File: src/rtl/axi_mctp_pkg.sv
// Shared types and constants for the AXI MCTP write generator.
// SOM/EOM encodings, FSM state enum and header field offsets.
package axi_mctp_pkg;

    localparam logic [1:0] SOM_EOM_S  = 2'b10;
    localparam logic [1:0] SOM_EOM_M  = 2'b00;
    localparam logic [1:0] SOM_EOM_L  = 2'b01;
    localparam logic [1:0] SOM_EOM_SG = 2'b11;

    typedef enum logic [2:0] {
        ST_IDLE,
        ST_AW,
        ST_WHDR,
        ST_WPAY,
        ST_DRAIN
    } state_t;

    localparam int HDR_LEN_LSB = 24;
    localparam int HDR_TAG_LSB = 120;
    localparam int HDR_SEQ_LSB = 124;
    localparam int HDR_SOM_LSB = 126;

    function automatic logic [1:0] som_eom(input logic first, input logic last);
        logic [1:0] r;
        if (first && last)
            r = SOM_EOM_SG;
        else if (first)
            r = SOM_EOM_S;
        else if (last)
            r = SOM_EOM_L;
        else
            r = SOM_EOM_M;
        return r;
    endfunction

endpackage

File: src/rtl/axi_mctp_hdr_build.sv
// Combinational 128-bit MCTP packet header former.
// Length byte in the template is replaced by the packet's dword count.
module axi_mctp_hdr_build
    import axi_mctp_pkg::*;
#(
    parameter int DATA_W = 256
) (
    input  logic [1:0]   i_som_eom,
    input  logic [1:0]   i_seq,
    input  logic [3:0]   i_tag,
    input  logic [119:0] i_hdr,
    input  logic [7:0]   i_pay,
    output logic [127:0] o_hdr
);

    logic [31:0] w_len;

    always_comb begin
        w_len = 32'(i_pay) * 32'(DATA_W / 32);
        o_hdr = '0;
        o_hdr[HDR_SOM_LSB +: 2] = i_som_eom;
        o_hdr[HDR_SEQ_LSB +: 2] = i_seq;
        o_hdr[HDR_TAG_LSB +: 4] = i_tag;
        o_hdr[119:0] = i_hdr;
        o_hdr[HDR_LEN_LSB +: 8] = w_len[7:0];
    end

endmodule

File: src/rtl/axi_mctp_write_gen.sv
// Splits an MCTP message into AXI write bursts (header beat + payload).
// Optional counters enabled by defining AXI_WGEN_STATS_EN.
module axi_mctp_write_gen
    import axi_mctp_pkg::*;
#(
    parameter int DATA_W        = 256,
    parameter int ADDR_W        = 64,
    parameter int ID_W          = 7,
    parameter int MAX_PAY_BEATS = 3,
    parameter int MAX_OUTST     = 4
) (
    input  logic                i_clk,
    input  logic                i_reset,
    input  logic                i_cmd_valid,
    output logic                o_cmd_ready,
    input  logic [ADDR_W-1:0]   i_cmd_addr,
    input  logic [15:0]         i_cmd_beats,
    input  logic [3:0]          i_cmd_tag,
    input  logic [119:0]        i_cmd_hdr,
    input  logic                i_pl_valid,
    output logic                o_pl_ready,
    input  logic [DATA_W-1:0]   i_pl_data,
    output logic                O_AWVALID,
    input  logic                I_AWREADY,
    output logic [ADDR_W-1:0]   O_AWADDR,
    output logic [7:0]          O_AWLEN,
    output logic [2:0]          O_AWSIZE,
    output logic [1:0]          O_AWBURST,
    output logic [ID_W-1:0]     O_AWID,
    output logic [63:0]         O_AWUSER,
    output logic                O_AWLOCK,
    output logic [3:0]          O_AWCACHE,
    output logic [2:0]          O_AWPROT,
    output logic                O_WVALID,
    input  logic                I_WREADY,
    output logic [DATA_W-1:0]   O_WDATA,
    output logic [DATA_W/8-1:0] O_WSTRB,
    output logic                O_WLAST,
    output logic [15:0]         O_WUSER,
    input  logic                I_BVALID,
    output logic                O_BREADY,
    input  logic [ID_W-1:0]     I_BID,
    input  logic [1:0]          I_BRESP,
    output logic                o_busy,
    output logic                o_done,
    output logic                o_err
`ifdef AXI_WGEN_STATS_EN
    ,
    output logic [31:0]         o_pkt_cnt,
    output logic [15:0]         o_berr_cnt
`endif
);

    localparam logic [2:0] AW_SIZE = 3'($clog2(DATA_W / 8));

    state_t r_state;
    state_t w_next;

    logic [ADDR_W-1:0] r_addr;
    logic [3:0]        r_tag;
    logic [119:0]      r_hdr;
    logic [15:0]       r_rem;
    logic              r_first;
    logic [1:0]        r_seq;
    logic [7:0]        r_beat;
    logic [3:0]        r_outst;
    logic              r_err;

    logic [7:0]   w_pay;
    logic         w_last_pkt;
    logic         w_beat_last;
    logic         w_aw_ok;
    logic         w_cmd_hs;
    logic         w_aw_hs;
    logic         w_w_hs;
    logic         w_b_hs;
    logic [127:0] w_hdr;
    logic         w_unused;

    assign w_unused = ^I_BID;

    // r_rem counts payload beats still to send, current packet included
    assign w_last_pkt  = (r_rem <= 16'(MAX_PAY_BEATS));
    assign w_pay       = w_last_pkt ? r_rem[7:0] : 8'(MAX_PAY_BEATS);
    assign w_beat_last = (r_beat == w_pay - 8'd1);
    assign w_aw_ok     = (r_outst < 4'(MAX_OUTST));
    assign w_cmd_hs    = i_cmd_valid & o_cmd_ready;
    assign w_aw_hs     = O_AWVALID & I_AWREADY;
    assign w_w_hs      = O_WVALID & I_WREADY;
    assign w_b_hs      = I_BVALID & O_BREADY;

    axi_mctp_hdr_build #(
        .DATA_W(DATA_W)
    ) u_hdr (
        .i_som_eom(som_eom(r_first, w_last_pkt)),
        .i_seq    (r_seq),
        .i_tag    (r_tag),
        .i_hdr    (r_hdr),
        .i_pay    (w_pay),
        .o_hdr    (w_hdr)
    );

    always_ff @(posedge i_clk or posedge i_reset) begin
        if (i_reset)
            r_state <= ST_IDLE;
        else
            r_state <= w_next;
    end

    always_comb begin
        w_next = r_state;
        unique case (r_state)
            ST_IDLE:  if (w_cmd_hs) w_next = ST_AW;
            ST_AW:    if (w_aw_hs) w_next = ST_WHDR;
            ST_WHDR:  if (w_w_hs) w_next = ST_WPAY;
            ST_WPAY: begin
                if (w_w_hs && w_beat_last)
                    w_next = w_last_pkt ? ST_DRAIN : ST_AW;
            end
            ST_DRAIN: if (r_outst == 4'd0) w_next = ST_IDLE;
            default:  w_next = ST_IDLE;
        endcase
    end

    always_comb begin
        o_cmd_ready = 1'b0;
        o_pl_ready  = 1'b0;
        O_AWVALID   = 1'b0;
        O_AWADDR    = '0;
        O_AWLEN     = '0;
        O_AWSIZE    = '0;
        O_AWBURST   = '0;
        O_WVALID    = 1'b0;
        O_WDATA     = '0;
        O_WSTRB     = '0;
        O_WLAST     = 1'b0;
        o_done      = 1'b0;
        unique case (r_state)
            ST_IDLE: o_cmd_ready = 1'b1;
            ST_AW: begin
                O_AWVALID = w_aw_ok;
                O_AWADDR  = r_addr;
                O_AWLEN   = w_pay;
                O_AWSIZE  = AW_SIZE;
                O_AWBURST = 2'b01;
            end
            ST_WHDR: begin
                O_WVALID       = 1'b1;
                O_WDATA[127:0] = w_hdr;
                O_WSTRB        = '1;
            end
            ST_WPAY: begin
                O_WVALID   = i_pl_valid;
                O_WDATA    = i_pl_data;
                O_WSTRB    = '1;
                O_WLAST    = w_beat_last;
                o_pl_ready = I_WREADY;
            end
            ST_DRAIN: o_done = (r_outst == 4'd0);
            default: ;
        endcase
    end

    assign o_busy    = (r_state != ST_IDLE);
    assign O_BREADY  = (r_outst != 4'd0);
    assign o_err     = r_err;
    assign O_AWID    = '0;
    assign O_AWUSER  = '0;
    assign O_AWLOCK  = 1'b0;
    assign O_AWCACHE = '0;
    assign O_AWPROT  = '0;
    assign O_WUSER   = '0;

    always_ff @(posedge i_clk or posedge i_reset) begin
        if (i_reset) begin
            r_addr  <= '0;
            r_tag   <= '0;
            r_hdr   <= '0;
            r_rem   <= '0;
            r_first <= 1'b0;
            r_seq   <= '0;
            r_beat  <= '0;
            r_outst <= '0;
            r_err   <= 1'b0;
        end else begin
            if (w_cmd_hs) begin
                r_addr  <= i_cmd_addr;
                r_tag   <= i_cmd_tag;
                r_hdr   <= i_cmd_hdr;
                r_rem   <= (i_cmd_beats == 16'd0) ? 16'd1 : i_cmd_beats;
                r_first <= 1'b1;
                r_seq   <= '0;
                r_beat  <= '0;
            end
            if (r_state == ST_WPAY && w_w_hs) begin
                if (w_beat_last) begin
                    r_beat  <= '0;
                    r_rem   <= r_rem - 16'(w_pay);
                    r_first <= 1'b0;
                    r_seq   <= r_seq + 2'd1;
                end else begin
                    r_beat <= r_beat + 8'd1;
                end
            end
            if (w_aw_hs && !w_b_hs)
                r_outst <= r_outst + 4'd1;
            else if (!w_aw_hs && w_b_hs)
                r_outst <= r_outst - 4'd1;
            if (w_b_hs && I_BRESP != 2'b00)
                r_err <= 1'b1;
        end
    end

`ifdef AXI_WGEN_STATS_EN
    always_ff @(posedge i_clk or posedge i_reset) begin
        if (i_reset) begin
            o_pkt_cnt  <= '0;
            o_berr_cnt <= '0;
        end else if (w_b_hs) begin
            if (o_pkt_cnt != '1)
                o_pkt_cnt <= o_pkt_cnt + 32'd1;
            if (I_BRESP != 2'b00 && o_berr_cnt != '1)
                o_berr_cnt <= o_berr_cnt + 16'd1;
        end
    end
`endif

endmodule

File: config.mk
export PLATFORM = sky130hd
export DESIGN_NAME = axi_mctp_write_gen
export DESIGN_NICKNAME = d
export VERILOG_FILES = /design/src/rtl/axi_mctp_pkg.sv /design/src/rtl/axi_mctp_hdr_build.sv /design/src/rtl/axi_mctp_write_gen.sv
export SDC_FILE = /design/constraint.sdc
export NUM_CORES = 1
export LEC_CHECK = 0
export ABC_AREA = 1
export CORE_AREA = 2 2 367 369
export CTS_CLUSTER_DIAMETER = 150
export DETAILED_ROUTE_END_ITERATION = 16
export DIE_AREA = 0 0 369 371
export PLACE_DENSITY = 0.32
export SLEW_MARGIN = 20
export SYNTH_ARGS = -nofsm -noshare
export SYNTH_HDL_FRONTEND = slang
export SYNTH_SLANG_ARGS = --single-unit
File: constraint.sdc
create_clock -name i_clk -period 6.5 [get_ports i_clk]
set_input_delay 0.65 -clock i_clk [delete_from_list [all_inputs] [get_ports i_clk]]
set_output_delay 0.65 -clock i_clk [all_outputs]
set_load 0.05 [all_outputs]
# After elaboration in Yosys (flattened, before gate mapping)
# Index checks and enable logic that the tools add are counted.
[op_classes]
bitwise = 4
n_addsub = 6
reduce_logical = 18
eq_ne = 10
n_mux = 39
order_cmp = 2
[ops]
columns = ["operator", "n"]
rows = [
  ["case mux 128 bit (2 select lines)", 1],
  ["2-to-1 mux 128 bit", 1],
  ["2-to-1 mux 16 bit", 4],
  ["2-to-1 mux 64 bit", 1],
  ["2-to-1 mux 8 bit", 5],
  ["2-to-1 mux 32 bit", 1],
  ["2-to-1 mux 3 bit", 7],
  ["<= comparator 16 x 2 -> 1 bit (second input constant)", 1],
  ["logical NOT 16 bit", 1],
  ["subtractor 16 x 8 -> 16 bit", 1],
  ["case mux 3 bit (5 select lines)", 1],
  ["2-to-1 mux 1 bit", 10],
  ["2-to-1 mux 2 bit", 5],
  ["inequality test 2 bit (second input constant)", 5],
  ["adder 8 x 1 -> 8 bit (second input constant)", 1],
  ["equality test 8 bit", 1],
  ["2-to-1 mux 4 bit", 2],
  ["subtractor 8 x 1 -> 8 bit (second input constant)", 1],
  ["equality test 3 x 2 -> 1 bit (second input constant)", 2],
  ["logical AND 1 bit", 6],
  ["nonzero test 2 bit", 3],
  ["AND reduction 5 bit", 1],
  ["adder 4 x 1 -> 4 bit (second input constant)", 1],
  ["AND 1 bit", 4],
  ["other kinds (12)", 13],
]
[totals]
reg_bits = 223
word_cells = 89
out_inout_bits = 469
inputBits = 476

# Longest topological paths before layout
[depth]
ltp_word = 7
mapped_depth = 19
depth_no_buf = 18

# Modules after synthesis
# From an unflattened synthesis, not the netlist that was laid out.
[unflattened]
cells_unflattened = 1915
area_unflattened_um2 = 14278.7
[modules_own_cells]
columns = ["module", "cells_each", "n_inst", "area_per_inst_um2", "seq_area_each_um2"]
rows = [
  ["axi_mctp_write_gen", 1786, 1, 13314.0, 5580.4],
  ["axi_mctp_hdr_build", 129, 1, 964.7, 0.0],
]

# Worst setup path before layout
# OpenSTA, ideal clock, no wires.
[synth_timing]
path_type = "register to output"
from = "reg r_state[2]"
to = "out O_WDATA[10]"
stages_incl_launch_ff = 8
path_slack_ns = 2.408
path_buffers = 2
t_required_ns = 5.850
arrival_ns = 3.442
cell_sequence = "dfrtp_1 > nor2_2 > inv_1 > nor2_1 > inv_1 > clkbuf_1 > clkbuf_1 > o21ai_0"
[synth_via]
elab_chain_cells = 2
word_cells_on_any_way = 3
classes_between = "eq/ne (2); mux (1)"
[synth_rtl]
columns = ["element", "line", "rtl"]
rows = [
  ["from (decl)", "axi_mctp_write_gen.sv:56", "state_t r_state;"],
  ["from (signal assigned)", "axi_mctp_write_gen.sv:107", "r_state <= w_next;"],
  ["equality test 3 x 2 -> 1 bit", "axi_mctp_write_gen.sv:138", "unique case (r_state)"],
  ["case mux 128 bit (2 select lines) *", "axi_mctp_write_gen.sv:138", ""],
  ["to (decl)", "axi_mctp_write_gen.sv:36", "output logic [DATA_W-1:0] O_WDATA,"],
]
# Mark *: on every way between the ends. The rest lies on a longest branch, timed or not.

# Worst setup path in the final report
[layout_timing]
from = "reg r_state[2]"
to = "out O_WDATA[36]"
# The elaborated chain is that of the path after synthesis.

==> impl_metrics.env <==
export IMPL_power_switching_mw=6.17
export IMPL_yosysSeqAreaShare_pct=41.5
export IMPL_io_buffers=826
export IMPL_syn_inst=1840
export IMPL_routedWlPerCell_um=18.0
export IMPL_p_int_mw=5.23
export IMPL_drtPass1Iterations=5
export IMPL_grtUsageMet1_pct=13.9
export IMPL_setup_viol=0
export IMPL_path_max_fanout=36
export IMPL_ioPinCount=945
export IMPL_gr_usage_met3_pct=3.98
export IMPL_cts_buffer_depth=3
export IMPL_antenna_found_initial=34
export IMPL_max_slew_margin_rel_pct=33.4
export IMPL_p_per_area_nw_per_um2=480
export IMPL_fin_hold_ws_ps=448
export IMPL_ys_types=39
export IMPL_hold_violations=0
export IMPL_post_route_period_util_pct=75.9
export IMPL_cts_made_buffers=35
export IMPL_synth_area_um2=13000
export IMPL_grt_pass1_vias=13800
export IMPL_die_area_um2=137000
export IMPL_hold_path_class="in2async"
export IMPL_worstReg2RegEnd="r_beat[7]"
export IMPL_post_cts_buffers=0
export IMPL_r2r_slack_ps=3280
export IMPL_rows=134
export IMPL_wl_mm=79.1
export IMPL_initialDrtViolationCount=604
export IMPL_p_seq_share_pct=19.6
export IMPL_critical_path_required_ps=5850
export IMPL_core_um2=133000
export IMPL_grt_total_usage_pct=11.1
export IMPL_vias=13900
export IMPL_synth_avg_cell_area_um2=7.05
export IMPL_cts_tree="yes"
export IMPL_drc=0
export IMPL_busiest_layer="met2"
export IMPL_setup_worst_path_class="reg2out"
export IMPL_min_period_ps=4930
export IMPL_synth_yosys_warnings=0
export IMPL_dp_hpwl_mm=62.2
export IMPL_start_util_pct=9.77
export IMPL_antenna_left=0
export IMPL_ys_seq_elements=215
export IMPL_comb_power_share_pct=64.1
export IMPL_final_cell_count_no_fill=4391
export IMPL_clk_pin_slew_ps=60
export IMPL_yosys_top_cells_area="dfrtp_1 41%, nand2_1 14%, inv_1 9.2%"
export IMPL_area_growth_pct=83.1
export IMPL_fmax_mhz=203
export IMPL_clk_latency_ps=570
export IMPL_viasPerCell=3.16
export IMPL_yosysTopAreaCellShare_pct=41.5
export IMPL_rsz0062_at_grt="no"
export IMPL_worst_ir_drop_vdd_uv=298
export IMPL_grt_pass1_wl_mm=109
export IMPL_leakage_nw=10.4
export IMPL_drive_above_1_share_pct=3.71
export IMPL_switching_share_pct=54.1
export IMPL_r2r_cells=9
export IMPL_crit_path_end_kind="output port"
export IMPL_fin_skew_ps=31.0
export IMPL_final_max_slew_viol_count=0
export IMPL_cts_resized=0
export IMPL_use_met2_pct=17.8
export IMPL_die_w_um=369
export IMPL_start_kind="register"
export IMPL_total_power_mw=11.4
export IMPL_clkSinkCount=215
export IMPL_hold_buffers=0
export IMPL_worstPathArrival_ps=4280
export IMPL_place_inst=4324
export IMPL_status="finished clean"
export IMPL_die_y_um=371
export IMPL_ctsHtreeMaxLevel=2
export IMPL_r2r_start="r_state[2]"
export IMPL_grt_start_max_net_pins=125
export IMPL_nets=3076
export IMPL_setup_tns_ps=0
export IMPL_grt_ovfl_total=0
export IMPL_yosysTopAreaCell="dfrtp_1"
export IMPL_tightest_slew_ps=999
export IMPL_max_cap_violations=0
export IMPL_gp_congestion=0.793
export IMPL_pwr_share_clk_pct=16.3
export IMPL_clock_root_buffer="clkbuf_16"
==> layer usage <==
layer / vias up / routed length, um
li1: 6856 / -
met5: - / 206
met2: 533 / 36800
met4: 36 / 1410
met1: 6373 / 33900
met3: 92 / 6810
==> power by group through the flow <==
stage | clock network [mW] | registers [mW] | logic [mW]
CTS | 1.98 | 2.24 | 7.48
global route | 2.03 | 2.31 | 7.84
global placement | 0 | 2.26 | 7.47
finish | 1.86 | 2.23 | 7.31
detailed placement | 0 | 2.25 | 7.46
floorplan | 0 | 2.17 | 4.92
==> synth_stat cells (all sizes together) <==
| master | n |
|---|---|
| clkinv | 1 |
| dfrtp | 215 |
| clkbuf | 65 |
| nor3 | 6 |
| xor2 | 16 |
| o21a | 1 |
| buf | 164 |
| o21bai | 1 |
| nor4 | 5 |
| conb | 1 |
| nand2 | 476 |
| a22oi | 1 |
| a21o | 1 |
| o221ai | 1 |
| ha | 6 |
| xnor2 | 3 |
| a32o | 1 |
| o22ai | 4 |
| fa | 1 |
| a21oi | 3 |
| nand3 | 22 |
| mux2i | 1 |
| and3 | 2 |
| nor2 | 242 |
| nand4 | 8 |
| a22o | 57 |
| inv | 317 |
| o21ai | 219 |
==> critical path, cell delays in order (launching register included) <==
cell	delay (ps)
dfrtp_1	460
nor2_4	710
inv_1	250
nor2_4	160
inv_2	270
buf_4	340
o21ai_0	550
clkdlybuf4s50_1	930
==> cells in the final DEF, fill, tap and decap left out, types with 4 or more instances in the layout <==
cell type        netlist  layout
a22o_1                57      57
nand2_2                4       4
clkinv_2               0       4
conb_1                 1     103
inv_1                317     312
clkbuf_8               0       7
o22ai_1                4       4
nor3_1                 6       6
clkbuf_16              0      36
nor4_1                 5       5
o21ai_1               11      11
ha_1                   6       6
clkdlybuf4s50_1        0     826
nand3_1               20      20
xor2_1                16      16
clkbuf_1              65       7
nor2_4                 6      10
buf_4                136      14
dfrtp_1              215     215
nand4_1                7       7
o21ai_0              208     208
diode_2                0       8
nand2_1              470     470
nor2_1               230     228
==> flip-flops by register name (all words and copies together) (netlist names) <==
| register | flops |
|---|---|
| r_tag | 4 |
| r_first | 1 |
| o_err | 1 |
| r_rem | 16 |
| r_addr | 64 |
| r_beat | 8 |
| r_outst | 4 |
| r_hdr | 112 |
| r_state | 3 |
| r_seq | 2 |
==> cells by family after synthesis <==
kind of cell / after synthesis / share of synthesized area [%]
flip-flops: 215 / 41.5
other: 1 / 0.0289
AO/OA/AOI/OAI: 289 / 13.0
adder cells (fa/ha/maj): 7 / 0.733
multiplexers: 1 / 0.0772
XOR/XNOR: 19 / 1.28
buffers and inverters: 547 / 20.0
AND/OR/NAND/NOR: 761 / 23.5
==> per-stage QoR <==
stage / utilization [%] / cell area (um^2) / setup slack (ps)
2_1_floorplan: - / 13400 / 2410
5_1_grt: 17.9 / 23700 / 1220
3_3_place_gp: 17.0 / 22600 / 1960
4_1_cts: 17.9 / 23700 / 1340
3_5_place_dp: 17.0 / 22600 / 1980
6_report: 17.9 / 23700 / 1570
==> final cells by class <==
type / instances / area [um^2]
Antenna cell: 8 / 20.0
Clock buffer: 50 / 1020
Clock inverter: 9 / 68.8
Fill cell: 15100 / 109000
Inverter: 318 / 1200
Multi-Input combinational cell: 1180 / 5410
Sequential cell: 215 / 5380
Tap cell: 1768 / 2210
Timing Repair Buffer: 843 / 8430
==> how the worst max path moves through the flow <==
stage / depth (start not counted) / slack [ps] / from / to
global placement: 7 / 1960 / r_state[2] / O_WDATA[36]
global route: 8 / 1220 / r_state[1] / O_WDATA[36]
detailed placement: 7 / 1980 / r_state[2] / O_WDATA[36]
finish: 7 / 1570 / r_state[2] / O_WDATA[36]
CTS: 7 / 1340 / r_state[2] / O_WDATA[36]
floorplan: 7 / 2410 / r_state[2] / O_WDATA[10]
No activity file was read; power rests on OpenSTA's default activity.
